File: config.mk
export PLATFORM = sky130hd
export DESIGN_NAME = sysid_probe
export DESIGN_NICKNAME = d
export VERILOG_FILES = /design/src/rtl/sysid_pkg.sv /design/src/rtl/sysid_probe.sv
export SDC_FILE = /design/constraint.sdc
export NUM_CORES = 1
export LEC_CHECK = 0
export CORE_ASPECT_RATIO = 1.4
export CORE_UTILIZATION = 43
export DETAILED_ROUTE_END_ITERATION = 8
export PLACE_DENSITY = 0.86
export SLEW_MARGIN = 20
export SYNTH_ARGS = -nofsm -noshare
export SYNTH_HDL_FRONTEND = slang
export SYNTH_SLANG_ARGS = --single-unit
File: constraint.sdc
create_clock -name clk -period 1.9 [get_ports clk]
set_input_delay 0.38 -clock clk [delete_from_list [all_inputs] [get_ports clk]]
set_output_delay 0.38 -clock clk [all_outputs]
set_load 0.02 [all_outputs]
File: src/rtl/sysid_pkg.sv
// Shared state encoding and default constants for the system-ID probe.
package sysid_pkg;

  typedef enum logic [2:0] {
    IDLE,
    RD_ID,
    WT_ID,
    RD_TS,
    WT_TS,
    FIN
  } state_t;

  localparam logic [31:0] DEFAULT_ID      = 32'd1541173828;
  localparam logic [31:0] DEFAULT_TS      = 32'd1316451569;
  localparam logic [15:0] DEFAULT_TIMEOUT = 16'd255;

endpackage

File: src/rtl/sysid_probe.sv
// Reads the system-ID and build-timestamp words over Avalon-MM and reports
// whether both match the values this image was built against.
module sysid_probe
  import sysid_pkg::*;
#(
  parameter logic [31:0] EXPECTED_ID    = DEFAULT_ID,
  parameter logic [31:0] EXPECTED_TS    = DEFAULT_TS,
  parameter logic [15:0] TIMEOUT_CYCLES = DEFAULT_TIMEOUT
) (
  input  logic        clk,
  input  logic        reset_n,
  input  logic        start,
  output logic        avm_address,
  output logic        avm_read,
  input  logic        avm_waitrequest,
  input  logic [31:0] avm_readdata,
  input  logic        avm_readdatavalid,
  output logic        busy,
  output logic        done,
  output logic        pass,
  output logic        id_err,
  output logic        ts_err,
  output logic        timeout,
  output logic [31:0] id_value,
  output logic [31:0] ts_value
);

  state_t      state, state_nx;
  logic [15:0] cnt;
  logic        in_bus;
  logic        cap_id;
  logic        cap_ts;
  logic        expire;

  always_comb begin
    state_nx    = state;
    avm_read    = 1'b0;
    avm_address = 1'b0;
    in_bus      = 1'b0;
    cap_id      = 1'b0;
    cap_ts      = 1'b0;
    expire      = 1'b0;
    case (state)
      IDLE: if (start) state_nx = RD_ID;
      RD_ID: begin
        in_bus   = 1'b1;
        avm_read = 1'b1;
        if (!avm_waitrequest) state_nx = WT_ID;
      end
      WT_ID: begin
        in_bus = 1'b1;
        if (avm_readdatavalid) begin
          cap_id   = 1'b1;
          state_nx = RD_TS;
        end
      end
      RD_TS: begin
        in_bus      = 1'b1;
        avm_read    = 1'b1;
        avm_address = 1'b1;
        if (!avm_waitrequest) state_nx = WT_TS;
      end
      WT_TS: begin
        in_bus = 1'b1;
        if (avm_readdatavalid) begin
          cap_ts   = 1'b1;
          state_nx = FIN;
        end
      end
      FIN:     state_nx = IDLE;
      default: state_nx = IDLE;
    endcase
    // A bus state that has made no progress by its last allowed cycle is abandoned.
    if (in_bus && (state_nx == state) && ((cnt + 16'd1) >= TIMEOUT_CYCLES)) begin
      expire   = 1'b1;
      state_nx = FIN;
    end
  end

  always_ff @(posedge clk or negedge reset_n) begin
    if (!reset_n) begin
      state    <= IDLE;
      cnt      <= 16'd0;
      done     <= 1'b0;
      pass     <= 1'b0;
      id_err   <= 1'b0;
      ts_err   <= 1'b0;
      timeout  <= 1'b0;
      id_value <= 32'd0;
      ts_value <= 32'd0;
    end else begin
      state <= state_nx;
      done  <= (state == FIN);
      if (state_nx != state || !in_bus) cnt <= 16'd0;
      else                              cnt <= cnt + 16'd1;

      if (state == IDLE && start) begin
        pass     <= 1'b0;
        id_err   <= 1'b0;
        ts_err   <= 1'b0;
        timeout  <= 1'b0;
        id_value <= 32'd0;
        ts_value <= 32'd0;
      end
      if (cap_id) begin
        id_value <= avm_readdata;
        id_err   <= (avm_readdata != EXPECTED_ID);
      end
      if (cap_ts) begin
        ts_value <= avm_readdata;
        ts_err   <= (avm_readdata != EXPECTED_TS);
      end
      if (expire) timeout <= 1'b1;
      if (state == FIN) pass <= ~id_err & ~ts_err & ~timeout;
    end
  end

  assign busy = (state != IDLE);

endmodule

## After elaboration in Yosys (flattened, before gate mapping)

Cells that the tools add are included.

- $add $sub $neg: 1
- Magnitude comparators: 1
- Equality and inequality tests: 9
- Multiplexer cells: 23
- Bitwise logic cells: 5
- Reduce and logical (&&, ||, !) cells: 13

Operator list:

| operator | number |
|---|---|
| $mux W32 | 3 |
| $ne A32 B31 Y1 const B | 2 |
| $mux W3 | 6 |
| $add A16 B1 Y16 const B | 1 |
| $ge A16 B8 Y1 const B | 1 |
| $mux W16 | 1 |
| $pmux W3 S5 | 1 |
| $mux W1 | 12 |
| $reduce_bool A2 Y1 | 4 |
| $eq A3 B2 Y1 const B | 2 |
| $eq A3 B3 Y1 const B | 2 |
| $reduce_or A4 Y1 | 1 |
| $eq A3 B1 Y1 const B | 1 |
| $eq A3 B3 Y1 | 1 |
| $logic_and A1 B1 Y1 | 3 |
| $logic_not A3 Y1 | 1 |
| $ne A3 B3 Y1 | 1 |
| $not A1 Y1 | 3 |
| $reduce_bool A3 Y1 | 1 |
| $and A1 B1 Y1 | 2 |
| $reduce_or A2 Y1 | 1 |
| $logic_not A1 Y1 | 1 |
| $logic_or A1 B1 Y1 | 1 |

- Register bits: 88
- Input bits: 37
- Output and inout bits: 72
- Logic and storage cells: 61

## Logic depth before layout (Yosys ltp)

Gate-level depths: netlist (run 1).

- Word-level depth: 9
- Gate-level depth with buffers: 9
- Gate-level depth less buffers: 8

## Least setup slack after synthesis (run 1)

Ideal clock, no wire load.

- Kind: flip-flop to flip-flop
- Start: register cnt[0]
- End: register cnt[2]
- Library setup time: 0.073 ns
- Arrival time: 1.935 ns
- Data required time: 1.827 ns
- Setup slack: -0.108 ns
- Cell stages (with the launch flop): 10
- Path buffers: 1
- Period minus slack after synthesis: 2.008 ns
- Cells stage by stage: dfrtp_1 > ha_1 > and4_1 > and4b_1 > o21bai_1 > a22oi_1 > and4_4 > a21bo_1 > buf_6 > a21oi_2

- Cells in the longest elaborated chain, start to end: 7

Ends and longest elaborated chain:

| item | line | text |
|---|---|---|
| from (decl) | sysid_probe.sv:29 | `logic [15:0] cnt;` |
| from (signal assigned) | sysid_probe.sv:95 | `else cnt <= cnt + 16'd1;` |
| $add A16 B1 Y16 * | sysid_probe.sv:74, sysid_probe.sv:95 |  |
| $ge A16 B8 Y1 | sysid_probe.sv:74 | `if (in_bus && (state_nx == state) && ((cnt + 16'd1) >= TIMEOUT_CYCLES)) begin` |
| $logic_and A1 B1 Y1 | sysid_probe.sv:74 |  |
| $mux W3 | sysid_probe.sv:74 |  |
| $ne A3 B3 Y1 | sysid_probe.sv:94 | `if (state_nx != state \|\| !in_bus) cnt <= 16'd0;` |
| $logic_or A1 B1 Y1 | sysid_probe.sv:94 |  |
| $mux W16 * | sysid_probe.sv:94 |  |

Mark *: on every way between the ends. The rest lies on a longest branch, timed or not.
A chain may end at the register's enable or synchronous reset.

## Worst setup path after layout (run 1)

- Start: register cnt[1]
- End: register state[2]

- Cells in the longest elaborated chain, start to end: 4

Ends and longest elaborated chain:

| item | line | text |
|---|---|---|
| $add A16 B1 Y16 | sysid_probe.sv:74 |  |
| $ge A16 B8 Y1 | sysid_probe.sv:74 |  |
| $logic_and A1 B1 Y1 | sysid_probe.sv:74 |  |
| $mux W3 | sysid_probe.sv:74 |  |
| net state_nx[2] | sysid_probe.sv:28 | `state_t state, state_nx;` |
| to (signal assigned) | sysid_probe.sv:92 | `state <= state_nx;` |
| to (decl) | sysid_probe.sv:28 |  |

The timed path passes the listed nets, and every way through them passes these cells.

==> impl_metrics.json, run 1 <==
{
  "status": "complete, but fails checks",
  "violations": "negative setup slack",
  "worstSkewPairLatency_ns": 0.34,
  "drive_gt1_frac": 0.139,
  "ys.flop_type": "dfrtp_1",
  "rr_endpoint": "state[2]$_DFF_PN0_",
  "synth_edf_count": 0,
  "fin_setup_tns_ns": -0.920,
  "clk_pin_slew_ns": 0.07,
  "hold_viol": 0,
  "antenna_found_initial": 0,
  "peakVddDrop_uv": 1370,
  "drt-total-wl_microns": 10600,
  "area_growth_syn_to_layout_pct": 48.3,
  "nets": 595,
  "coreArea_sq_mm": 0.00861,
  "vias": 3529,
  "syn_area_per_cell_sq_um": 9.25,
  "synth_sequential_area_ratio": 0.574,
  "diodes": 0,
  "yosys.cell_types.count": 46,
  "cts_inserted_buffers": 9,
  "ioPinCount": 109,
  "first_pass_iters": 6,
  "cp.arrival_ns": 2.26,
  "rsz0062_at_grt": "yes",
  "critPathKind": "reg2reg",
  "fill_cells": 687,
  "syn-instance-count": 415,
  "grt_overflow_total": 0,
  "powerDensity_mw_per_mm2": 1560,
  "dp_hpwl_microns": 7100,
  "grt_max_degree": 70,
  "cts_root_buf": "clkbuf_16",
  "die_x_microns": 81.9,
  "finalInstanceArea_sq_mm": 0.00569,
  "start_util": 0.446,
  "maxCapViolCount": 0,
  "via_per_inst": 5.30,
  "regArea_sq_mm": 0.00221,
  "fin_ws_ns": -0.134,
  "reg2regPathDepth": 9,
  "synth_warnings": 0,
  "drv_slew": 0,
  "regToRegStartpoint": "cnt[1]$_DFF_PN0_",
  "h-tree-depth": 3,
  "drc": 0,
  "cts.sinks": 88,
  "clockBufferDepth": 2,
  "numPortBuffers": 108,
  "gp_congestion": 0.856,
  "grt_usage": 0.248,
  "fin_crit_sh": 1.07,
  "multi_input_area_sq_mm": 0.00160,
  "setup_viol": 12,
  "ys_seq_elements": 88,
  "post_drt_wl_per_cell_microns": 15.9,
  "min_path_type": "in2async",
  "synthArstFlopShare": 1.00,
  "r2r_setup_slack_ns": -0.13,
  "pre_cts_slack_ns": -0.200,
  "netlist_area_sq_mm": 0.00384,
  "die-height_microns": 114,
  "drt-initial-drc-count": 239,
  "cts_tree": "built",
  "end_kind": "flip-flop",
  "grt_pass1_vias": 3550,
  "leakagePower_nw": 2.42,
  "placed_area_sq_mm": 0.00531,
  "clock.fmax_ghz": 0.492,
  "grt_pass1_wl_microns": 17400,
  "clock_skew_ns": 0.00449,
  "period_minus_slack_ns": 2.03,
  "rows": 40,
  "worstPathRequired_ns": 2.13,
  "start_kind": "flip-flop",
  "drtAntennaViolNets": 0,
  "worst-path-max-fanout": 4,
  "die_area_sq_mm": 0.00931
}
[routing by layer]
layer	share of wire	GRT usage	routed length, microns
met3	0.049	0.0400	516
met5	0	0	0
met2	0.53	0.411	5610
met4	0.035	0.135	374
met1	0.39	0.301	4110
[what timing repair did]
action,in CTS,in global routing
gates resized for setup,11,3
pin swaps,2,0
endpoints found under the hold margin,22,0
hold buffers,1,0
setup endpoints to repair,15,14
setup buffers,3,0
[flip-flops by register name, summed over array words and instances, names as in the netlist]
signal	count
pass	1
cnt	16
ts_err	1
timeout	1
id_value	32
id_err	1
done	1
ts_value	32
state	3
[cell type report]
| cell class | instances | area share |
|---|---|---|
| Clock buffer | 10 | 0.0402 |
| Multi-Input combinational cell | 307 | 0.282 |
| Sequential cell | 88 | 0.387 |
| Inverter | 4 | 0.00264 |
| Timing Repair Buffer | 146 | 0.249 |
| Tap cell | 105 | 0.0231 |
| Clock inverter | 6 | 0.0163 |
[how the worst max path moves through the flow]
| stage | from | end | slack [ns] |
|---|---|---|---|
| global route | cnt[1]$_DFF_PN0_ | state[2]$_DFF_PN0_ | -0.23 |
| CTS | cnt[1]$_DFF_PN0_ | state[2]$_DFF_PN0_ | -0.10 |
| detailed placement | cnt[0]$_DFF_PN0_ | cnt[2]$_DFF_PN0_ | -0.20 |
| finish | cnt[1]$_DFF_PN0_ | state[2]$_DFF_PN0_ | -0.13 |
| floorplan | cnt[0]$_DFF_PN0_ | cnt[2]$_DFF_PN0_ | -0.06 |
| global placement | avm_readdata[28] | ts_err$_DFFE_PN0P_ | -0.12 |
[placed cells by master (no fill, tap or decap), types with 3 or more instances in the layout]
cell type / count
nor2_1: 7
xor2_1: 4
buf_4: 33
nor3b_1: 3
xnor2_1: 4
o21ai_0: 68
clkbuf_16: 9
clkdlybuf4s50_1: 104
nand2_1: 136
or3_1: 4
buf_12: 4
and2_1: 3
nand3_1: 7
nand4_1: 5
nand4b_1: 4
dfrtp_1: 85
nor2_2: 7
dlygate4sd2_1: 3
conb_1: 8
a31oi_1: 3
and3_1: 4
inv_1: 4
dfrtp_2: 3
[metrics by stage]
step	util	instances	hold slack (ns)	total power [mW]
final	0.661	666	0.501	8.85
after global placement	0.617	646	0.307	6.86
after global routing	0.661	666	0.532	9.36
after CTS	0.661	666	0.504	8.88
after floorplan	-	422	0.0844	4.90
after detailed placement	0.617	646	0.313	6.97
[cells in the mapped netlist, types with 3 or more instances]
library cell / number / share of area
nor2_1: 7 / 0.0068
o21ai_0: 69 / 0.090
clkbuf_1: 19 / 0.019
xor2_1: 4 / 0.0091
a31oi_1: 3 / 0.0049
xnor2_1: 4 / 0.0091
nand4b_1: 4 / 0.0091
nand4_1: 5 / 0.0081
nand3_1: 8 / 0.010
nor3_1: 4 / 0.0052
and3_1: 4 / 0.0065
nor3b_1: 3 / 0.0059
nor2_2: 7 / 0.011
buf_1: 3 / 0.0029
and2_1: 3 / 0.0049
inv_1: 4 / 0.0039
dfrtp_1: 88 / 0.57
or3_1: 4 / 0.0065
nand2_1: 138 / 0.13
[power breakdown]
| part | internal [mW] | switching, mW | total (mW) |
|---|---|---|---|
| Combinational | 1.74 | 2.08 | 3.82 |
| Clock | 1.16 | 0.750 | 1.91 |
| Sequential | 2.63 | 0.490 | 3.12 |
| Total | 5.53 | 3.32 | 8.85 |
[cell families (layout without fill, tap and decap cells)]
kind of cell,count (synthesis),in the layout,share of synthesized area
xor+xnor,8,8,0.0183
fa+ha+maj,2,2,0.00652
simple gates,201,201,0.245
buf+inv,27,166,0.0284
other cells,1,8,0.000977
flops,88,88,0.574
compound gates,86,86,0.122
mux,2,2,0.00522
[worst max-delay path, stage by stage, from the launching register on]
cell and delay [ns]:
dfrtp_1 0.40, ha_4 0.16, and4_4 0.25, and4b_1 0.21, o21bai_1 0.08, a22oi_1 0.18
and4_4 0.26, buf_6 0.10, o32ai_1 0.07, a31o_2 0.22
(Power assumes the default switching activity.)
==> inputs of run 2 (changes only) <==
--- a/config.mk
+++ b/config.mk
@@ -9,6 +9,7 @@
 export CORE_UTILIZATION = 43
 export DETAILED_ROUTE_END_ITERATION = 8
 export PLACE_DENSITY = 0.86
+export REMOVE_ABC_BUFFERS = 1
 export SLEW_MARGIN = 20
 export SYNTH_ARGS = -nofsm -noshare
 export SYNTH_HDL_FRONTEND = slang
==> impl_metrics.json, run 2 (synthesized netlist as in run 1, its figures left out) <==
{
  "status": "complete, but fails checks",
  "violations": "negative setup slack",
  "start_kind": "flip-flop",
  "placed_area_sq_mm": 0.00534,
  "post_drt_wl_per_cell_microns": 15.1,
  "drtAntennaViolNets": 0,
  "grt_usage": 0.233,
  "startpoint": "cnt[2]$_DFF_PN0_",
  "fin_crit_sh": 1.04,
  "drv_slew": 0,
  "cts_tree": "built",
  "via_per_inst": 5.23,
  "hold_depth": 2,
  "multi_input_area_sq_mm": 0.00162,
  "diodes": 0,
  "critPathKind": "reg2reg",
  "cp_top_family": "simple AND/OR/NAND/NOR gates",
  "worstSkewPairLatency_ns": 0.34,
  "final_common_cell": "nand2_1",
  "first_pass_iters": 4,
  "period_minus_slack_ns": 1.97,
  "maxCapViolCount": 0,
  "coreArea_sq_mm": 0.00861,
  "grt_overflow_total": 0,
  "rows": 40,
  "worstPathRequired_ns": 2.13,
  "leakagePower_nw": 2.42,
  "rr_endpoint": "state[2]$_DFF_PN0_",
  "die-height_microns": 114,
  "max_stage_delay_ns": 0.46,
  "h-tree-depth": 3,
  "gp_congestion": 0.814,
  "reg_top3": "id_value (32), ts_value (32), cnt (16)",
  "dp_hpwl_microns": 6820,
  "grt_max_degree": 70,
  "holdCritStartpoint": "pass$_DFFE_PN0P_",
  "drc": 0,
  "start_util": 0.446,
  "drive_gt1_frac": 0.142,
  "peakVddDrop_uv": 942,
  "crit_buf_inv": 1,
  "drt-total-wl_microns": 10100,
  "min_path_type": "reg2reg",
  "regToRegStartpoint": "cnt[2]$_DFF_PN0_",
  "reg2regPathDepth": 8,
  "rsz0062_at_grt": "yes",
  "die_area_sq_mm": 0.00931,
  "setup_viol": 10,
  "path_cells": "nand3_4 -> nor4_4 -> nand4_1 -> a22oi_1 -> and4_4 -> buf_6 -> o32ai_1 -> a31o_2",
  "clock.fmax_ghz": 0.508,
  "drt-initial-drc-count": 240,
  "clock_skew_ns": 0.00700,
  "crit_slowest_cell": "dfrtp_2",
  "nets": 597,
  "clk_pin_slew_ns": 0.06,
  "end_kind": "flip-flop",
  "area_growth_syn_to_layout_pct": 48.5,
  "cp.arrival_ns": 2.20,
  "cts_root_buf": "clkbuf_16",
  "vias": 3496,
  "cts.sinks": 88,
  "r2r_setup_slack_ns": -0.07,
  "hold_viol": 0,
  "fin_ws_ns": -0.0695,
  "fill_cells": 661,
  "hold_end": "pass$_DFFE_PN0P_",
  "numPortBuffers": 108,
  "powerDensity_mw_per_mm2": 1530,
  "regArea_sq_mm": 0.00221,
  "dp_cells": 650,
  "ioPinCount": 109,
  "grt_pass1_wl_microns": 16600,
  "clockBufferDepth": 2,
  "cp.depth": 8,
  "die_x_microns": 81.9,
  "worst-path-max-fanout": 6,
  "grt_pass1_vias": 3488,
  "fin_cells": 668,
  "mostFrequentLayoutCells": "nand2_1 (136), clkdlybuf4s50_1 (104), dfrtp_1 (85)",
  "cts_inserted_buffers": 9,
  "p_total_mw": 8.72,
  "antenna_found_initial": 0,
  "finalInstanceArea_sq_mm": 0.00570
}
## run 2: layout make-up
class                      instances  area share
sequential                        88       0.387
multi-input combinational        307       0.284
tap                              105      0.0230
inverter                           4     0.00263
timing repair buffer             148       0.251
clock inverter                     3     0.00702
clock buffer                      13      0.0456
## run 2: layer usage
metal,up-vias,track usage,wire (microns),share of wire
met5,-,0,0,0
met2,85,0.388,5280,0.52
met4,0,0.0830,201,0.020
met3,19,0.0488,379,0.038
met1,1711,0.294,4210,0.42
li1,1681,-,-,-
## run 2: worst max-delay path by stage
stage / endpoint / slack (ns)
floorplan: ts_err$_DFFE_PN0P_ / -2.09
global placement: ts_err$_DFFE_PN0P_ / -0.15
detailed placement: state[2]$_DFF_PN0_ / -0.16
CTS: state[2]$_DFF_PN0_ / -0.06
global route: state[2]$_DFF_PN0_ / -0.15
finish: state[2]$_DFF_PN0_ / -0.07
## run 2: worst register-to-register path, stage by stage (launching register included)
cell and delay, ns:
dfrtp_2 0.46, nand3_4 0.11, nor4_4 0.33, nand4_1 0.13, a22oi_1 0.20, and4_4 0.24, buf_6 0.10, o32ai_1 0.07
a31o_2 0.21
## run 2: per-stage QoR
| step | TNS (ns) | hold slack (ns) | util | setup WS [ns] |
|---|---|---|---|---|
| detailed placement | -1.86 | 0.351 | 0.620 | -0.164 |
| global placement | -0.731 | 0.333 | 0.620 | -0.148 |
| global route | -1.31 | 0.535 | 0.662 | -0.155 |
| floorplan | -78.22 | 0.0844 | - | -2.09 |
| CTS | -0.144 | 0.528 | 0.662 | -0.0591 |
| finish | -0.262 | 0.523 | 0.662 | -0.0695 |
## run 2: power breakdown
| group | switching, mW | leakage [nW] | internal (mW) |
|---|---|---|---|
| clock | 0.689 | 0.150 | 1.09 |
| combinational | 2.10 | 1.11 | 1.75 |
| sequential | 0.467 | 1.16 | 2.63 |
## run 2: repair_timing
action	CTS	global route
cloned	0	0
endpoints found under the hold margin	29	0
setup endpoints to repair	15	13
pin swaps	14	1
buffers inserted	2	0
hold buffers	1	0
gates resized for setup	16	2
==> inputs of run 3 (changes only) <==
--- a/config.mk
+++ b/config.mk
@@ -6,10 +6,12 @@
 export NUM_CORES = 1
 export LEC_CHECK = 0
 export CORE_ASPECT_RATIO = 1.4
+export CORE_MARGIN = 3
 export CORE_UTILIZATION = 43
 export DETAILED_ROUTE_END_ITERATION = 8
 export PLACE_DENSITY = 0.86
 export REMOVE_ABC_BUFFERS = 1
+export SKIP_CTS_REPAIR_TIMING = 1
 export SLEW_MARGIN = 20
 export SYNTH_ARGS = -nofsm -noshare
 export SYNTH_HDL_FRONTEND = slang
==> impl_metrics.json, run 3 (synthesized netlist as in run 1, its figures left out) <==
{
  "status": "complete, but fails checks",
  "violations": "negative setup slack",
  "post_drt_wl_per_cell_microns": 15.1,
  "worstSetupEndpoint": "busy",
  "cp.arrival_ns": 1.61,
  "vias": 3456,
  "reg_top3": "id_value (32), ts_value (32), cnt (16)",
  "rsz0062_at_grt": "yes",
  "r2r_setup_slack_ns": -0.07,
  "clockBufferDepth": 2,
  "hold_viol": 0,
  "drive_gt1_frac": 0.130,
  "gp_congestion": 0.803,
  "drt-initial-drc-count": 212,
  "start_util": 0.443,
  "coreArea_sq_mm": 0.00866,
  "regToRegStartpoint": "cnt[1]$_DFF_PN0_",
  "clock_skew_ns": 0.00651,
  "nets": 594,
  "reg2regPathDepth": 9,
  "grt_pass1_wl_microns": 16700,
  "fin_ws_ns": -0.0928,
  "antenna_found_initial": 0,
  "grt_pass1_vias": 3467,
  "leakagePower_nw": 2.42,
  "via_per_inst": 5.20,
  "worstPathRequired_ns": 1.52,
  "mostFrequentLayoutCells": "nand2_1 (137), clkdlybuf4s50_1 (105), dfrtp_1 (87)",
  "powerDensity_mw_per_mm2": 1520,
  "drtAntennaViolNets": 0,
  "grt_overflow_total": 0,
  "multi_input_area_sq_mm": 0.00160,
  "rr_endpoint": "state[2]$_DFF_PN0_",
  "power_frac_clock": 0.187,
  "dp_hpwl_microns": 6970,
  "end_kind": "primary output",
  "rows": 40,
  "swShare": 0.381,
  "final_common_cell": "nand2_1",
  "critPathKind": "reg2out",
  "maxCapViolCount": 0,
  "setup_viol": 12,
  "startpoint": "state[0]$_DFF_PN0_",
  "die-height_microns": 118,
  "pwr-share-seq": 0.362,
  "grt_usage": 0.206,
  "p_sw_mw": 3.28,
  "comb_power_share": 0.451,
  "period_minus_slack_ns": 1.99,
  "fill_cells": 695,
  "cts.sinks": 88,
  "regArea_sq_mm": 0.00220,
  "cts_inserted_buffers": 9,
  "worst-path-max-fanout": 6,
  "h-tree-depth": 3,
  "grt_max_degree": 89,
  "area_growth_syn_to_layout_pct": 47.0,
  "cts_tree": "built",
  "drv_slew": 0,
  "peakVddDrop_uv": 969,
  "drc": 0,
  "die_x_microns": 85.9,
  "fin_crit_sh": 1.05,
  "worstSkewPairLatency_ns": 0.34,
  "fin_cells": 665,
  "p_int_mw": 5.32,
  "ioPinCount": 109,
  "drt-total-wl_microns": 10100,
  "start_kind": "flip-flop",
  "die_area_sq_mm": 0.0101,
  "numPortBuffers": 108,
  "p_total_mw": 8.60,
  "first_pass_iters": 6,
  "clock.fmax_ghz": 0.502,
  "dp_cells": 647,
  "cts_root_buf": "clkbuf_16",
  "diodes": 0,
  "clk_pin_slew_ns": 0.06,
  "min_path_type": "in2async"
}
[run 3: cell count changes in the layout (fill, tap and decap cells not counted), moves of 2 or more]
cell | previous run | this run
dfrtp_1 | 85 | 87
dfrtp_2 | 3 | 1
nor2_2 | 7 | 5
dlymetal6s2s_1 | 0 | 2
buf_4 | 35 | 32
nor2_4 | 0 | 2
dlygate4sd2_1 | 2 | 0
[run 3: routing by layer]
layer | part of all wire | track usage | up-vias
met3 | 0.041 | 0.0455 | 17
met1 | 0.41 | 0.256 | 1692
li1 | - | - | 1666
met5 | 0 | 0 | -
met2 | 0.53 | 0.344 | 81
met4 | 0.020 | 0.0842 | 0
[run 3: power by group through the flow]
stage / registers (mW) / logic (mW) / clock network (mW)
CTS: 3.11 / 3.91 / 1.66
global placement: 3.08 / 3.81 / 0
finish: 3.11 / 3.88 / 1.60
global route: 3.21 / 4.15 / 1.71
floorplan: 3.97 / 0.891 / 0
detailed placement: 3.13 / 3.90 / 0
[run 3: worst min path at each step]
stage / startpoint / endpoint / cells past startpoint
detailed placement: reset_n / ts_value[0]$_DFFE_PN0P_ / 2
global route: reset_n / ts_value[0]$_DFFE_PN0P_ / 2
floorplan: reset_n / cnt[0]$_DFF_PN0_ / 0
CTS: reset_n / ts_value[0]$_DFFE_PN0P_ / 2
global placement: reset_n / ts_value[0]$_DFFE_PN0P_ / 2
finish: reset_n / ts_value[0]$_DFFE_PN0P_ / 2
[run 3: metrics by stage]
step | setup slack, ns | hold WS (ns) | setup TNS [ns] | util | cell area [sq um]
2_1_floorplan | -2.09 | 0.0844 | -78.22 | - | 3770
3_3_place_gp | -0.129 | 0.450 | -0.781 | 0.615 | 5330
3_5_place_dp | -0.151 | 0.455 | -1.66 | 0.615 | 5330
4_1_cts | -0.192 | 0.0904 | -2.16 | 0.646 | 5600
5_1_grt | -0.214 | 0.104 | -2.16 | 0.652 | 5640
6_report | -0.0928 | 0.0743 | -0.456 | 0.652 | 5640
[run 3: critical path, stage by stage (launching register included)]
cell and delay [ns]:
dfrtp_1 0.44, nor3_2 0.25, inv_1 0.06, clkdlybuf4s50_1 0.53
[run 3: layout make-up]
class / instances / share of cell area
inverter: 4 / 0.00266
timing repair buffer: 145 / 0.253
tap: 105 / 0.0233
multi-input combinational: 307 / 0.283
clock buffer: 13 / 0.0443
clock inverter: 3 / 0.00310
sequential: 88 / 0.390
